==> src/rtl/mfp_ahb_ram_slave_ws.sv <==
// AHB-Lite on-chip RAM slave with programmable wait states, HSIZE-based
// byte/halfword lane writes (endian selectable) and read-after-write forwarding.
// Optional build macro: MFP_AHB_RAM_ERROR_RESP_EN adds a two-cycle ERROR
// response for oversized or misaligned transfers.
module mfp_ahb_ram_slave_ws #(
    parameter int ADDR_WIDTH  = 6,
    parameter int WAIT_STATES = 0
) (
    input  logic        HCLK,
    input  logic        HRESET,
    input  logic [31:0] HADDR,
    input  logic [2:0]  HBURST,
    input  logic        HMASTLOCK,
    input  logic [3:0]  HPROT,
    input  logic        HSEL,
    input  logic [2:0]  HSIZE,
    input  logic [1:0]  HTRANS,
    input  logic [31:0] HWDATA,
    input  logic        HWRITE,
    output logic [31:0] HRDATA,
    output logic        HREADY,
    output logic        HRESP,
    input  logic        SI_Endian
);

    localparam int DEPTH = 2 ** ADDR_WIDTH;
    localparam logic [2:0] WS_LOAD = (WAIT_STATES > 0) ? 3'(WAIT_STATES - 1) : 3'd0;

`ifdef MFP_AHB_RAM_ERROR_RESP_EN
    typedef enum logic [2:0] {S_IDLE, S_WAIT, S_DATA, S_ERR1, S_ERR2} state_t;
`else
    typedef enum logic [1:0] {S_IDLE, S_WAIT, S_DATA} state_t;
`endif

    state_t                state, state_nx;
    logic [2:0]            cnt, cnt_nx;
    logic [ADDR_WIDTH-1:0] addr_q;
    logic [3:0]            mask_q;
    logic                  write_q;

    logic [31:0]           mem [0:DEPTH-1];

    logic                  accept;
    logic                  err_d;
    logic                  commit;
    logic [ADDR_WIDTH-1:0] addr_d;
    logic [3:0]            mask_d;
    logic                  rd_load;
    logic [31:0]           rd_word;

    // Bursts, locking, protection and aliased address bits have no effect here.
    logic unused_ok;
    assign unused_ok = ^{HBURST, HMASTLOCK, HPROT, HADDR[31:ADDR_WIDTH+2], HTRANS[0]};

    // Byte lanes touched by an access; sizes above word behave as word and
    // misaligned half/word accesses fall back to their natural alignment.
    function automatic logic [3:0] lane_mask(input logic [2:0] size,
                                             input logic [1:0] a,
                                             input logic       be);
        logic [1:0] lane;
        lane      = be ? ~a : a;
        lane_mask = 4'b1111;
        case (size)
            3'd0:    lane_mask = 4'b0001 << lane;
            3'd1:    lane_mask = (a[1] ^ be) ? 4'b1100 : 4'b0011;
            default: lane_mask = 4'b1111;
        endcase
    endfunction

    // Replace the masked byte lanes of a stored word with new write data.
    function automatic logic [31:0] merge_lanes(input logic [31:0] old_w,
                                                input logic [31:0] new_w,
                                                input logic [3:0]  m);
        merge_lanes = old_w;
        for (int i = 0; i < 4; i++) begin
            if (m[i]) merge_lanes[8*i +: 8] = new_w[8*i +: 8];
        end
    endfunction

    assign accept = HSEL && HTRANS[1] && HREADY;
    assign addr_d = HADDR[ADDR_WIDTH+1:2];
    assign mask_d = lane_mask(HSIZE, HADDR[1:0], SI_Endian);
    assign commit = (state == S_DATA) && write_q;

`ifdef MFP_AHB_RAM_ERROR_RESP_EN
    assign err_d  = (HSIZE > 3'd2) ||
                    ((HSIZE == 3'd1) && HADDR[0]) ||
                    ((HSIZE == 3'd2) && (HADDR[1:0] != 2'b00));
    assign HREADY = (state != S_WAIT) && (state != S_ERR1);
    assign HRESP  = (state == S_ERR1) || (state == S_ERR2);
`else
    assign err_d  = 1'b0;
    assign HREADY = (state != S_WAIT);
    assign HRESP  = 1'b0;
`endif

    // Next-state and wait-counter logic; any HREADY-high state may take a new transfer.
    always_comb begin
        state_nx = state;
        cnt_nx   = cnt;
        case (state)
            S_WAIT: begin
                if (cnt == 3'd0) state_nx = S_DATA;
                else             cnt_nx   = cnt - 3'd1;
            end
`ifdef MFP_AHB_RAM_ERROR_RESP_EN
            S_ERR1: state_nx = S_ERR2;
`endif
            default: begin
                state_nx = S_IDLE;
                if (accept) begin
`ifdef MFP_AHB_RAM_ERROR_RESP_EN
                    if (err_d) begin
                        state_nx = S_ERR1;
                    end else
`endif
                    if (WAIT_STATES > 0) begin
                        state_nx = S_WAIT;
                        cnt_nx   = WS_LOAD;
                    end else begin
                        state_nx = S_DATA;
                    end
                end
            end
        endcase
    end

    // Control state: FSM, wait counter and pending-write flag.
    always_ff @(posedge HCLK) begin
        if (HRESET) begin
            state   <= S_IDLE;
            cnt     <= 3'd0;
            write_q <= 1'b0;
        end else begin
            state <= state_nx;
            cnt   <= cnt_nx;
            if (accept) write_q <= HWRITE && !err_d;
        end
    end

    // Address-phase capture of the target word and its byte lanes.
    always_ff @(posedge HCLK) begin
        if (accept) begin
            addr_q <= addr_d;
            mask_q <= mask_d;
        end
    end

    // Lane-masked write commit at the end of a write data phase; reset abandons it.
    always_ff @(posedge HCLK) begin
        if (!HRESET && commit) begin
            for (int i = 0; i < 4; i++) begin
                if (mask_q[i]) mem[addr_q][8*i +: 8] <= HWDATA[8*i +: 8];
            end
        end
    end

    // Read word selection: zero-wait reads are fetched at acceptance and merge a
    // write committing at that same edge; waited reads fetch after the write landed.
    always_comb begin
        rd_load = 1'b0;
        rd_word = mem[addr_q];
        if (WAIT_STATES == 0) begin
            rd_load = accept && !HWRITE && !err_d;
            rd_word = mem[addr_d];
            if (commit && (addr_q == addr_d)) rd_word = merge_lanes(mem[addr_d], HWDATA, mask_q);
        end else begin
            rd_load = (state == S_WAIT) && (cnt == 3'd0) && !write_q;
        end
    end

    // Read data register, updated only when a read's data becomes available.
    always_ff @(posedge HCLK) begin
        if (HRESET)       HRDATA <= 32'd0;
        else if (rd_load) HRDATA <= rd_word;
    end

endmodule

==> config.mk <==
export PLATFORM = sky130hd
export DESIGN_NAME = mfp_ahb_ram_slave_ws
export DESIGN_NICKNAME = d
export VERILOG_FILES = /design/src/rtl/mfp_ahb_ram_slave_ws.sv
export SDC_FILE = /design/constraint.sdc
export NUM_CORES = 2
export LEC_CHECK = 0
export BUFFER_PORTS_ARGS = -buffer_cell sky130_fd_sc_hd__buf_2
export CORE_ASPECT_RATIO = 1.2
export CORE_MARGIN = 1
export CORE_UTILIZATION = 35
export CTS_BUF_LIST = sky130_fd_sc_hd__clkbuf_2 sky130_fd_sc_hd__clkbuf_4 sky130_fd_sc_hd__clkbuf_8
export CTS_CLUSTER_DIAMETER = 80
export DETAILED_ROUTE_END_ITERATION = 8
export GPL_TIMING_DRIVEN = 0
export PLACE_DENSITY = 0.55
export SETUP_SLACK_MARGIN = 0.2
export SKIP_CTS_REPAIR_TIMING = 1
export SLEW_MARGIN = 20
export SYNTH_ARGS = -nofsm -noshare
export SYNTH_HDL_FRONTEND = slang
export SYNTH_SLANG_ARGS = --single-unit
export TNS_END_PERCENT = 20
==> constraint.sdc <==
create_clock -name HCLK -period 2.12 [get_ports HCLK]
set_input_delay 0.318 -clock HCLK [delete_from_list [all_inputs] [get_ports HCLK]]
set_output_delay 0.318 -clock HCLK [all_outputs]
set_load 0.05 [all_outputs]
After elaboration in Yosys (flattened, before gate mapping)
Memories as Yosys holds them, arrays and structs flattened.
Cells that the tools add are included.
Word-level totals
  register bits: 48
  latch bits: 0
  memory bits (writable): 2048
  memory bits (read-only): 0
  input port bits: 82
  memories: 1
Cells by class
  add/sub/neg operators: 1
  multipliers: 0
  divide/modulo/power cells: 0
  $lt $le $gt $ge: 0
  equal/unequal tests: 6
  shift-type cells: 1
  multiplexer cells: 23
  bitwise operators: 3
  reductions and logical operators: 11
Memories
  mem: words 64, bits a word 32, rd ports 1, clocked after Yosys merged registers in 0, write ports 1, RTL line 41  | logic [31:0] mem [0:DEPTH-1];
Operators with widths (number)
  32-bit two-way mux: 1
  8-bit two-way mux: 4
  1-bit two-way mux: 12
  2-bit two-way mux: 4
  4-bit one-hot mux with 2 select lines: 1
  6-bit == test: 1
  1-bit logical AND: 6
  3-bit zero test: 2
  4-bit two-way mux: 1
  1-bit by 2-bit << shifter with 4-bit output (first input constant): 1
  3-bit by 1-bit == test with 1-bit output (second input constant): 1
  3-bit by 1-bit subtractor with 3-bit output (second input constant): 1
  2-bit by 1-bit == test with 1-bit output (second input constant): 1
  2-bit == test (second input constant): 1
  1-bit zero test: 2
  2-bit by 1-bit != test with 1-bit output (second input constant): 1
  2-bit != test (second input constant): 1
  2-bit NOT: 1
  2-bit AND reduction: 1
  1-bit NOT: 1
  1-bit bitwise XOR: 1

Longest topological paths before layout
  depth in word-level cells: 5
  mapped depth: 10
  mapped depth without buffers: 5

Worst setup path after synthesis
Ideal clock, no wire load.
  kind: input port to flip-flop
  start point: in HADDR[2]
  end point: reg HRDATA[11]
  library setup time: 144 ps
  arrival time: 2164 ps
  slack: -188 ps
  cell stages on the path: 9
  path buffers: 4
  path through: buf_2 > buf_6 > buf_4 > buf_2 > mux4_2 > mux2i_1 > mux2i_1 > a221oi_1 > o221ai_1
Between the ends
  cells in the longest elaborated chain, start to end: 3
  elaborated cells between the ends (all ways): 5
  those cells by class: eq/ne: 1; mux: 2; reduce/logical: 1; memory: 1
Ends and longest elaborated chain
  start: declaration: RTL line 11  | input logic [31:0] HADDR,
  memory 64 x 32 bit or 6-bit == test (tied branches)
  8-bit two-way mux or 1-bit logical AND (tied branches): RTL line 76, 166
  32-bit two-way mux *: RTL line 166  | if (commit && (addr_q == addr_d)) rd_word = merge_lanes(mem[addr_d], HWDATA, mask_q);
  end signal: assignment: RTL line 175  | else if (rd_load) HRDATA <= rd_word;
  end: declaration: RTL line 20  | output logic [31:0] HRDATA,
Every way passes the cells marked *; elsewhere a longest branch is shown, timed or not.
A chain may end at the register's enable or synchronous reset.

Final worst setup path
  start point: in HADDR[2]
  end point: reg HRDATA[31]
Same word-level chain as after synthesis.

==> key figures <==
Logic synthesis
  – Multiplexer area fraction after synthesis: approximately 16%
  – Synth Area in Compound Gates: 3.203%
  – Post-synth EDFFs: 2058
  – Post-synth ARST share: 0%
  – Cell variety after synth: 67
  – #FFs+latches synth: 2092
  – Syn nets: approximately 4000
  – Largest family of logic cells by synthesized area: multiplexers
  – Sequential share of the synthesized area: roughly three quarters
  – Cells after Synth: between 3000 and 4000
  – Syn Area/Cell: a little over 20 um^2
  – Mapped Area: roughly 81000 um^2
  – Synth Flop Type: edfxtp_1
  – Post-Synth XOR/XNOR Area: less than 1%
  – Synth Area in Adders: 0%
  – Simple-gate share of the synthesized area: roughly 2.7%
  – Synthesis warning total: 0

Drt
  – DR WL/cell: around 34 um
  – 1st-iter DRT viols: 5238
  – Via Count: around 44000
  – Drt via density: between 5 and 6
  – WL final: 259100 um
  – DRC viols: 0
  – Remaining antenna violation count: 0
  – 1st-pass router iterations: 6

GRT
  – Initial antenna violation count: 13
  – First-pass GRT wire length: about 350000 um
  – Overflow after GRT: 0
  – Largest net degree at the start of global routing: between 60 and 70
  – Global Route Usage Sum: a little over a fifth
  – Vias in the first global route: 43109

Floorplanning
  – Starting Density: approximately a third
  – Row count: slightly below 200
  – Width of the die: around 440 um
  – Core area: between 200000 and 250000 um^2
  – Die Span Y: approximately 530 um
  – Num ports: ~120
  – Die Footprint: 234100 um^2

Clock tree
  – Clk buf depth: 4
  – Root buf cell: clkbuf_8
  – Worst-skew pair later-pin latency: 1.09 ns
  – H-tree levels: 5
  – Clk pin slew, worst setup/hold paths: approximately 0.06 ns
  – CTS sink cnt: 2092
  – CTS tree: built
  – CTS buffer count: roughly 340

Power and ir drop
  – Lkg Pwr: 30.57 nW
  – PD cells: just under 900 nW/um^2
  – Peak supply drop: 0.0006995 V

Placed design
  – Gpl congestion: around 0.96
  – DP Wirelength: 176200 um
  – Port bufs: 80
  – Area of placed instances: roughly 86000 um^2
  – Post-place setup slack: -2.289 ns
  – Placed Instances: between 7000 and 8000

Run
  – Max_cap viols: 0

Setup path
  – CP Data Arrival Time: about 4 ns
  – Critical Path Fanout Max: 10
  – Kind of critical path: primary input to flip-flop
  – Data required, critical path: 3.02 ns
  – Worst Setup Start Kind: primary input
  – CP Capture Type: flip-flop

Hold path
  – Hold Crit Class: primary input to flip-flop

Timing
  – Period utilisation layout: 146.0%
  – Max-slew headroom: 16.49%
  – Unrepaired setup endpoints after global routing: true
  – Worst Max-Slew Pin Slew: roughly 1.2 ns
  – Total negative slack: -347.19 ns
  – Final Max Tran Viols: 0
  – Setup WS post-layout: -0.9756 ns
  – Fmax: 323.0 MHz
  – Final hold violations: 1
  – WHS: -0.3748 ns
  – Clock Skew: between 0.08 and 0.09 ns
  – # setup viols final: 1397
  – Min Tclk post-route: 3.096 ns

Layout
  – Filler cells: 20115
  – Finished Layout Cells: 7734
  – Area grow syn2layout: 18.13%
  – Share of layout cells above drive strength 1: about a third
  – Area of the multi-input gates: between 15000 and 20000 um^2
  – Final Cell Area: 95990 um^2
  – Nets@finish: ~4600
  – Seq. cell area: around 62000 um^2

Outcome
  – Failing checks: hold timing, setup timing
  – Status: finished, violations left
power by group:
| part | internal [W] | leakage (nW) | switching, W |
|---|---|---|---|
| registers | 0.0455 | 18.8 | 0.0000602 |
| clock network | 0.0181 | 3.39 | 0.0158 |
| logic | 0.00159 | 8.40 | 0.00335 |
| total | 0.0651 | 30.6 | 0.0193 |
cell usage after synthesis (all sizes together), types with 21 or more instances:
| library cell | count | share of area (%) |
|---|---|---|
| clkbuf | 107 | 0.49 |
| nor2 | 282 | 1.3 |
| inv | 41 | 0.19 |
| dfxtp | 34 | 0.84 |
| buf | 122 | 0.85 |
| mux2i | 250 | 3.1 |
| a22o | 32 | 0.34 |
| edfxtp | 2058 | 76 |
| a221oi | 52 | 0.56 |
| a22oi | 108 | 1.0 |
| mux4 | 450 | 12 |
| nand2 | 138 | 0.64 |
| and3 | 21 | 0.16 |
cells by family (layout without fill, tap and decap cells):
group	count (synthesis)	in the layout
buf+inv	271	1070
xor+xnor	6	6
other cells	2	7
mux	702	702
compound gates	322	322
simple gates	513	513
flops	2092	2092
per-stage QoR:
stage	total power [W]	utilization, %
after floorplan	0.04865	-
after global placement	0.05098	37.21
after detailed placement	0.05106	37.34
after CTS	0.08460	40.11
after global routing	0.08652	41.62
final	0.08440	41.62
registers in the layout (all words and copies together) (netlist names):
register,flops
mem,2048
write_q,1
mask_q,4
HRDATA,32
state,1
addr_q,6
path summary, 6_finish.rpt:
kind             start  cells after the start         end  slack, ns
max reg2reg  addr_q[4]                      5  mem[30][8]      -0.62
max           HADDR[2]                     10  HRDATA[31]      -0.98
min           HADDR[4]                      1   addr_q[2]      -0.37
min reg2reg    write_q                      1     write_q       0.49
cells in the final DEF, fill, tap and decap left out, drive strengths merged, types with 9 or more instances in the layout:
cell | netlist | routed
a32oi | 18 | 18
nand3 | 10 | 10
and2 | 11 | 11
nand2 | 138 | 138
o311ai | 9 | 9
clkinv | 1 | 103
a21oi | 9 | 9
a221oi | 52 | 52
inv | 41 | 41
a22o | 32 | 32
buf | 122 | 314
edfxtp | 2058 | 2058
mux2i | 250 | 250
nor2b | 12 | 12
o21ai | 9 | 9
mux4 | 450 | 450
and3 | 21 | 21
o211ai | 18 | 18
dlygate4sd3 | 0 | 42
dfxtp | 34 | 34
o22a | 17 | 17
nor2 | 282 | 282
a22oi | 108 | 108
clkbuf | 107 | 558
routing by layer:
layer	GRT usage, %	routed length [um]	part of all wire, %
met3	4.814	20460	7.9
met4	9.668	12530	4.8
met1	27.27	99590	38
met5	0	39	0.015
met2	35.69	126500	49
layout make-up:
| class | instances | share of cell area [%] |
|---|---|---|
| clock inverter | 114 | 0.6518 |
| antenna | 5 | 0.01304 |
| buffer | 229 | 1.696 |
| clock buffer | 467 | 6.005 |
| sequential | 2092 | 65.09 |
| timing repair buffer | 218 | 2.672 |
| multi-input combinational | 1545 | 19.76 |
| inverter | 42 | 0.1682 |
| tap | 3022 | 3.939 |
critical path: stages:
cell      delay (ns)
buf_2           0.19
buf_8           0.18
buf_12          0.17
buf_4           0.24
nor2_2          0.57
clkbuf_1        0.87
a22oi_1         0.26
and3_1          0.25
o311ai_1        0.78
nand3_1         0.15
(Power assumes the default switching activity.)
